--- config.mk ---
export PLATFORM = sky130hd
export DESIGN_NAME = datapath_ctrl
export DESIGN_NICKNAME = d
export VERILOG_FILES = /design/src/rtl/datapath_ctrl_pkg.sv /design/src/rtl/datapath_ctrl_decode.sv /design/src/rtl/datapath_ctrl.sv
export SDC_FILE = /design/constraint.sdc
export NUM_CORES = 1
export LEC_CHECK = 0
export BUFFER_PORTS_ARGS = -buffer_cell sky130_fd_sc_hd__buf_2
export CAP_MARGIN = 20
export CORE_UTILIZATION = 40
export DETAILED_ROUTE_END_ITERATION = 7
export SLEW_MARGIN = 20
export SYNTH_ARGS = -nofsm -noshare
export SYNTH_HDL_FRONTEND = slang
export SYNTH_SLANG_ARGS = --single-unit
--- constraint.sdc ---
create_clock -name clk -period 4 [get_ports clk]
set_input_delay 0.2 -clock clk [delete_from_list [all_inputs] [get_ports clk]]
set_output_delay 0.2 -clock clk [all_outputs]
set_load 0.005 [all_outputs]
--- src/rtl/datapath_ctrl_pkg.sv ---
// rtl/datapath_ctrl_pkg.sv - shared state, ALU/MU encodings and opcode constant (CTRL_MEXT_EN adds MUWAIT)
package datapath_ctrl_pkg;

    typedef enum logic [2:0] {
        ST_IDLE,
        ST_FETCH,
        ST_DECODE,
        ST_EXEC,
`ifdef CTRL_MEXT_EN
        ST_MUWAIT,
`endif
        ST_WB,
        ST_TRAP
    } state_e;

    localparam logic [6:0] OP_R = 7'b0110011;

    localparam logic [3:0] ALU_ADD  = 4'b0000;
    localparam logic [3:0] ALU_SUB  = 4'b0001;
    localparam logic [3:0] ALU_SLL  = 4'b0010;
    localparam logic [3:0] ALU_SLT  = 4'b0011;
    localparam logic [3:0] ALU_SLTU = 4'b0100;
    localparam logic [3:0] ALU_XOR  = 4'b0101;
    localparam logic [3:0] ALU_SRL  = 4'b0110;
    localparam logic [3:0] ALU_SRA  = 4'b0111;
    localparam logic [3:0] ALU_OR   = 4'b1000;
    localparam logic [3:0] ALU_AND  = 4'b1001;

    localparam logic [1:0] MUL_MUL    = 2'b00;
    localparam logic [1:0] MUL_MULH   = 2'b01;
    localparam logic [1:0] MUL_MULHSU = 2'b10;
    localparam logic [1:0] MUL_MULHU  = 2'b11;

endpackage

--- src/rtl/datapath_ctrl_decode.sv ---
// rtl/datapath_ctrl_decode.sv - combinational R-type decode (MUL family legal only with CTRL_MEXT_EN)
module ctrl_decode
    import datapath_ctrl_pkg::*;
(
    input  logic [6:0] opcode_i,
    input  logic [2:0] func3_i,
    input  logic [1:0] func7b50_i,
    output logic [3:0] aluctl_o,
    output logic [1:0] mulctl_o,
    output logic       is_mu_o,
    output logic       legal_o
);

    always_comb begin
        aluctl_o = ALU_ADD;
        mulctl_o = MUL_MUL;
        is_mu_o  = 1'b0;
        legal_o  = 1'b0;
        if (opcode_i == OP_R) begin
            case (func7b50_i)
                2'b00: begin
                    legal_o = 1'b1;
                    case (func3_i)
                        3'b000:  aluctl_o = ALU_ADD;
                        3'b001:  aluctl_o = ALU_SLL;
                        3'b010:  aluctl_o = ALU_SLT;
                        3'b011:  aluctl_o = ALU_SLTU;
                        3'b100:  aluctl_o = ALU_XOR;
                        3'b101:  aluctl_o = ALU_SRL;
                        3'b110:  aluctl_o = ALU_OR;
                        default: aluctl_o = ALU_AND;
                    endcase
                end
                2'b10: begin
                    if (func3_i == 3'b000) begin
                        legal_o  = 1'b1;
                        aluctl_o = ALU_SUB;
                    end else if (func3_i == 3'b101) begin
                        legal_o  = 1'b1;
                        aluctl_o = ALU_SRA;
                    end
                end
`ifdef CTRL_MEXT_EN
                2'b01: begin
                    if (!func3_i[2]) begin
                        legal_o  = 1'b1;
                        is_mu_o  = 1'b1;
                        mulctl_o = func3_i[1:0];
                    end
                end
`endif
                default: legal_o = 1'b0;
            endcase
        end
    end

endmodule

--- src/rtl/datapath_ctrl.sv ---
// rtl/datapath_ctrl.sv - multi-cycle issue controller FSM; CTRL_MEXT_EN enables the MUL family and MUWAIT
module datapath_ctrl
    import datapath_ctrl_pkg::*;
#(
    parameter int PCMUX_N  = 2,
    parameter int IFURES_N = 2,
    localparam int PCW = (PCMUX_N > 1) ? $clog2(PCMUX_N) : 1,
    localparam int IFW = (IFURES_N > 1) ? $clog2(IFURES_N) : 1
) (
    input  logic           clk,
    input  logic           rst,
    input  logic           run,
    input  logic [6:0]     opcode,
    input  logic [2:0]     func3,
    input  logic [1:0]     func7b50,
    input  logic           exdone,
    output logic [PCW-1:0] pcmuxctl,
    output logic           pcnextctl,
    output logic           instrre,
    output logic           regre,
    output logic           regwe,
    output logic           mulstart,
    output logic [3:0]     aluctl,
    output logic [1:0]     mulctl,
    output logic [IFW-1:0] ifuresctl,
    output logic           busy,
    output logic           illegal,
    output logic [31:0]    instret
);

    state_e      state_q;
    logic        instrre_q, regre_q, regwe_q, pcnext_q, illegal_q;
    logic [3:0]  aluctl_q;
    logic [1:0]  mulctl_q;
    logic [31:0] instret_q, instret_d;

    logic [3:0]  dec_aluctl;
    logic [1:0]  dec_mulctl;
    logic        dec_is_mu, dec_legal;

    ctrl_decode u_decode (
        .opcode_i   (opcode),
        .func3_i    (func3),
        .func7b50_i (func7b50),
        .aluctl_o   (dec_aluctl),
        .mulctl_o   (dec_mulctl),
        .is_mu_o    (dec_is_mu),
        .legal_o    (dec_legal)
    );

`ifdef CTRL_MEXT_EN
    logic           mulstart_q;
    logic [IFW-1:0] ifuresctl_q;
`else
    logic unused_inputs;
    assign unused_inputs = dec_is_mu | exdone;
`endif

    always_comb begin
        instret_d = instret_q;
        if (state_q == ST_WB) begin
            instret_d = instret_q + 32'd1;
        end
    end

    // Strobes are cleared every cycle and set only on entry to the state that owns them.
    always_ff @(posedge clk) begin
        if (rst) begin
            state_q     <= ST_IDLE;
            instrre_q   <= 1'b0;
            regre_q     <= 1'b0;
            regwe_q     <= 1'b0;
            pcnext_q    <= 1'b0;
            illegal_q   <= 1'b0;
            aluctl_q    <= ALU_ADD;
            mulctl_q    <= MUL_MUL;
            instret_q   <= 32'd0;
`ifdef CTRL_MEXT_EN
            mulstart_q  <= 1'b0;
            ifuresctl_q <= '0;
`endif
        end else begin
            instret_q <= instret_d;
            instrre_q <= 1'b0;
            regre_q   <= 1'b0;
            regwe_q   <= 1'b0;
            pcnext_q  <= 1'b0;
`ifdef CTRL_MEXT_EN
            mulstart_q <= 1'b0;
`endif
            case (state_q)
                ST_IDLE: begin
                    if (run) begin
                        state_q   <= ST_FETCH;
                        instrre_q <= 1'b1;
                    end
                end
                ST_FETCH: begin
                    state_q <= ST_DECODE;
                    regre_q <= 1'b1;
                end
                ST_DECODE: begin
                    aluctl_q <= dec_aluctl;
                    mulctl_q <= dec_mulctl;
`ifdef CTRL_MEXT_EN
                    ifuresctl_q <= IFW'(dec_is_mu);
`endif
                    if (!dec_legal) begin
                        state_q   <= ST_TRAP;
                        illegal_q <= 1'b1;
                    end else begin
                        state_q <= ST_EXEC;
`ifdef CTRL_MEXT_EN
                        mulstart_q <= dec_is_mu;
`endif
                    end
                end
                ST_EXEC: begin
`ifdef CTRL_MEXT_EN
                    if (ifuresctl_q != '0) begin
                        state_q <= ST_MUWAIT;
                    end else
`endif
                    begin
                        state_q  <= ST_WB;
                        regwe_q  <= 1'b1;
                        pcnext_q <= 1'b1;
                    end
                end
`ifdef CTRL_MEXT_EN
                ST_MUWAIT: begin
                    if (exdone) begin
                        state_q  <= ST_WB;
                        regwe_q  <= 1'b1;
                        pcnext_q <= 1'b1;
                    end
                end
`endif
                ST_WB: begin
                    if (run) begin
                        state_q   <= ST_FETCH;
                        instrre_q <= 1'b1;
                    end else begin
                        state_q <= ST_IDLE;
                    end
                end
                ST_TRAP: state_q <= ST_TRAP;
                default: state_q <= ST_IDLE;
            endcase
        end
    end

    assign pcmuxctl  = '0;
    assign pcnextctl = pcnext_q;
    assign instrre   = instrre_q;
    assign regre     = regre_q;
    assign regwe     = regwe_q;
    assign aluctl    = aluctl_q;
    assign mulctl    = mulctl_q;
    assign busy      = (state_q != ST_IDLE) && (state_q != ST_TRAP);
    assign illegal   = illegal_q;
    assign instret   = instret_q;
`ifdef CTRL_MEXT_EN
    assign mulstart  = mulstart_q;
    assign ifuresctl = ifuresctl_q;
`else
    assign mulstart  = 1'b0;
    assign ifuresctl = '0;
`endif

endmodule

==> impl_metrics.sql <==
INSERT INTO impl_metrics (metric_group, metric, value, unit) VALUES
('logic_synthesis', 'post_synth_edffs', '0', ''),
('critical_path', 'cp-end-kind', 'flip-flop', ''),
('logic_synthesis', 'synth_area_in_adders', '0.579', '%'),
('cts', 'number_of_clock_sinks_seen_by_cts', '43', ''),
('routing', 'vias', '2022', ''),
('critical_path', 'reg2reg_setup_slack', '1.69', 'ns'),
('sta', 'rsz0062_at_grt', 'false', ''),
('cts', 'cts_hold_buf', '0', ''),
('sta', 'post-route-min-period', '2.31', 'ns'),
('critical_path', 'slowest_delay', '0.58', 'ns'),
('worst_hold_path', 'timing.hold.worst.class', 'input pin to flip-flop', ''),
('logic_synthesis', 'synth_compound_area_share', '17.7', '%'),
('placement', 'detailedPlacementHpwl', '3230', 'um'),
('routing', 'drt-initial-drc-count', '82', ''),
('sta', 'slew_headroom', '47.2', '%'),
('critical_path', 'highest_net_fanout_along_the_worst_path', '16', ''),
('sta', 'number_of_max_slew_violations_in_the_final_report', '0', ''),
('sta', 'final.period_utilization', '57.6', '%'),
('placement', 'place_inst', '362', ''),
('floorplan', 'dieArea', '5700', 'um^2'),
('critical_path', 'r2r_end', 'instret[23]$_SDFFE_PP0N_', ''),
('logic_synthesis', 'synth_cells', '257', ''),
('floorplan', 'design.core.area', '5170', 'um^2'),
('sta', 'max_slew.worst_pin.slew', '0.792', 'ns'),
('cts', 'htreeDepth', '2', ''),
('critical_path', 'number_of_cell_instances_on_the_worst_register_to_register_path', '6', ''),
('logic_synthesis', 'yosys_warnings', '0', ''),
('logic_synthesis', 'async_reset_ff_share', '0', '%'),
('cells_and_area', 'layout.cells.non_filler', '370', ''),
('run', 'max-cap-violations', '0', ''),
('outcome', 'status', 'complete, no violations', ''),
('critical_path', 'timing.rr.start', 'state_q[2]$_SDFFE_PP0P_', ''),
('critical_path', 'setup.worst_path.class', 'flip-flop to flip-flop', ''),
('pwr', 'peak_ir_drop_on_the_vdd_network', '0.176', 'mV'),
('logic_synthesis', 'yosys_most_used_dff', 'sky130_fd_sc_hd__dfxtp_1', ''),
('critical_path', 'required', '4.23', 'ns'),
('cts', 'number_of_buffers_created_by_cts', '5', ''),
('sta', 'max_freq', '0.434', 'GHz'),
('global_routing', 'via_count_of_the_first_global_routing_pass', '1758', ''),
('logic_synthesis', 'syn-cell-area', '2160', 'um^2'),
('logic_synthesis', 'synthDistinctLibCells', '48', ''),
('global_routing', 'gr-total-overflow', '0', ''),
('cells_and_area', 'finalNetCount', '316', ''),
('critical_path', 'cp_cell_sequence', 'nor4bb_1 -> buf_4 -> nand4_1 -> buf_4 -> or4_1 -> a21oi_1', ''),
('cts', 'clkSlewWorstSetupHoldPaths', '0.08', 'ns'),
('floorplan', 'initial_core_utilization', '41.8', '%'),
('worst_hold_path', 'min_from', 'run', ''),
('cells_and_area', 'fillers', '534', ''),
('cells_and_area', 'area.growth.synth_to_final', '16.5', '%'),
('logic_synthesis', 'synth_xor_area_share', '4.46', '%'),
('critical_path', 'critPathLaunchType', 'flip-flop', ''),
('cells_and_area', 'diodes', '0', ''),
('floorplan', 'ioPinCount', '63', ''),
('placement', 'buffer_ports.inserted', '56', ''),
('sta', 'tns', '0', 'ns'),
('floorplan', 'die_w', '75.5', 'um'),
('placement', 'gp_weighted_congestion', '0.839', ''),
('critical_path', 'cp.arrival', '2.54', 'ns'),
('cts', 'worstSkewPairLatency', '0.30', 'ns'),
('critical_path', 'critical_path.most_common_cell', 'sky130_fd_sc_hd__buf_4', ''),
('critical_path', 'critical_path_buf_inv_count', '2', ''),
('sta', 'worst_clock_skew', '0.00653', 'ns'),
('routing', 'routed_wirelength', '4880', 'um'),
('logic_synthesis', 'synth_simple_gate_area_share', '29.7', '%'),
('logic_synthesis', 'combinational_family_with_the_most_area_after_synthesis', 'simple AND/OR/NAND/NOR gates', ''),
('sta', 'finalHoldViolCount', '0', ''),
('critical_path', 'crit_family', 'simple AND/OR/NAND/NOR gates', ''),
('logic_synthesis', 'post_synth_mux_area_share', '0', '%'),
('cts', 'cts_setup_buffers', '0', ''),
('routing', 'wl_per_cell', '13.2', 'um'),
('logic_synthesis', 'ys_seq_elements', '43', '');
==> metrics by stage <==
step           setup WS (ns)  total power [mW]  instance area [um^2]  utilization [%]
2_1_floorplan           2.08             0.478                  2180                -
3_3_place_gp            1.72             0.490                  2420             46.8
3_5_place_dp            1.70             0.491                  2420             46.8
4_1_cts                 1.67             0.795                  2520             48.7
5_1_grt                 1.47             0.818                  2520             48.7
6_report                1.69             0.788                  2520             48.7
==> cells by family after synthesis <==
kind of cell             count (synthesis)
AND/OR/NAND/NOR                        106
other                                    1
AO/OA/AOI/OAI                           62
adder cells (fa/ha/maj)                  1
XOR/XNOR                                11
buffers and inverters                   33
flip-flops                              43
==> Yosys cell counts, drive strengths merged (2+ instances only) <==
master / count / area share, %
nand2: 16 / 2.8
o31ai: 18 / 6.3
nor4b: 2 / 0.81
xor2: 9 / 3.6
and4: 4 / 1.7
clkbuf: 16 / 2.8
and3: 3 / 0.93
nor2: 14 / 2.4
and2: 2 / 0.58
buf: 11 / 3.8
nor3: 4 / 0.93
nand4: 11 / 3.5
or3: 5 / 1.5
or4: 19 / 6.8
or2: 3 / 0.87
inv: 6 / 1.0
nand3: 11 / 2.5
nand2b: 3 / 0.87
nor4: 2 / 0.58
xnor2: 2 / 0.81
dfxtp: 43 / 40
nor4bb: 2 / 0.93
a21oi: 30 / 6.9
o21ai: 6 / 1.4
==> area by class of cell <==
| class | instances | area [um^2] | area share, % |
|---|---|---|---|
| Inverter | 6 | 22.5 | 0.894 |
| Timing Repair Buffer | 58 | 295 | 11.7 |
| Sequential cell | 43 | 861 | 34.2 |
| Multi-Input combinational cell | 185 | 1150 | 45.8 |
| Tap cell | 70 | 87.6 | 3.48 |
| Clock buffer | 8 | 100 | 3.97 |
==> state kept, by name, summed over array words and instances (netlist names) <==
| signal | flops |
|---|---|
| illegal | 1 |
| regre | 1 |
| aluctl | 4 |
| instrre | 1 |
| pcnextctl | 1 |
| instret | 32 |
| state_q | 3 |
==> worst reg2reg max path: stages (launching register included) <==
cell	delay, ns
sky130_fd_sc_hd__dfxtp_1	0.58
sky130_fd_sc_hd__nor4bb_1	0.26
sky130_fd_sc_hd__buf_4	0.20
sky130_fd_sc_hd__nand4_1	0.29
sky130_fd_sc_hd__buf_4	0.30
sky130_fd_sc_hd__or4_1	0.47
sky130_fd_sc_hd__a21oi_1	0.15
==> metal layers <==
| metal | GRT usage, % | vias to the layer above | routed length (um) |
|---|---|---|---|
| li1 | - | 1030 | - |
| met5 | 0 | - | 0 |
| met2 | 29.9 | 45 | 2170 |
| met1 | 23.4 | 940 | 2450 |
| met4 | 6.79 | 0 | 63 |
| met3 | 4.23 | 7 | 197 |
==> worst max-delay path by stage <==
stage | from | to | slack [ns] | cells after the start
finish | state_q[2]$_SDFFE_PP0P_ | instret[23]$_SDFFE_PP0N_ | 1.69 | 6
detailed placement | state_q[2]$_SDFFE_PP0P_ | instret[23]$_SDFFE_PP0N_ | 1.70 | 6
floorplan | instret[6]$_SDFFE_PP0N_ | instret[21]$_SDFFE_PP0N_ | 2.08 | 5
CTS | state_q[2]$_SDFFE_PP0P_ | instret[23]$_SDFFE_PP0N_ | 1.67 | 6
global route | state_q[2]$_SDFFE_PP0P_ | instret[13]$_SDFFE_PP0N_ | 1.47 | 6
global placement | state_q[2]$_SDFFE_PP0P_ | instret[23]$_SDFFE_PP0N_ | 1.72 | 6
==> power by group <==
group	leakage (nW)	total, mW	internal, mW	switching (mW)
logic	0.555	0.0420	0.0184	0.0236
registers	0.347	0.438	0.432	0.00641
clock network	0.0515	0.308	0.158	0.150
total	0.954	0.788	0.608	0.180
No activity file was read; power rests on OpenSTA's default activity.
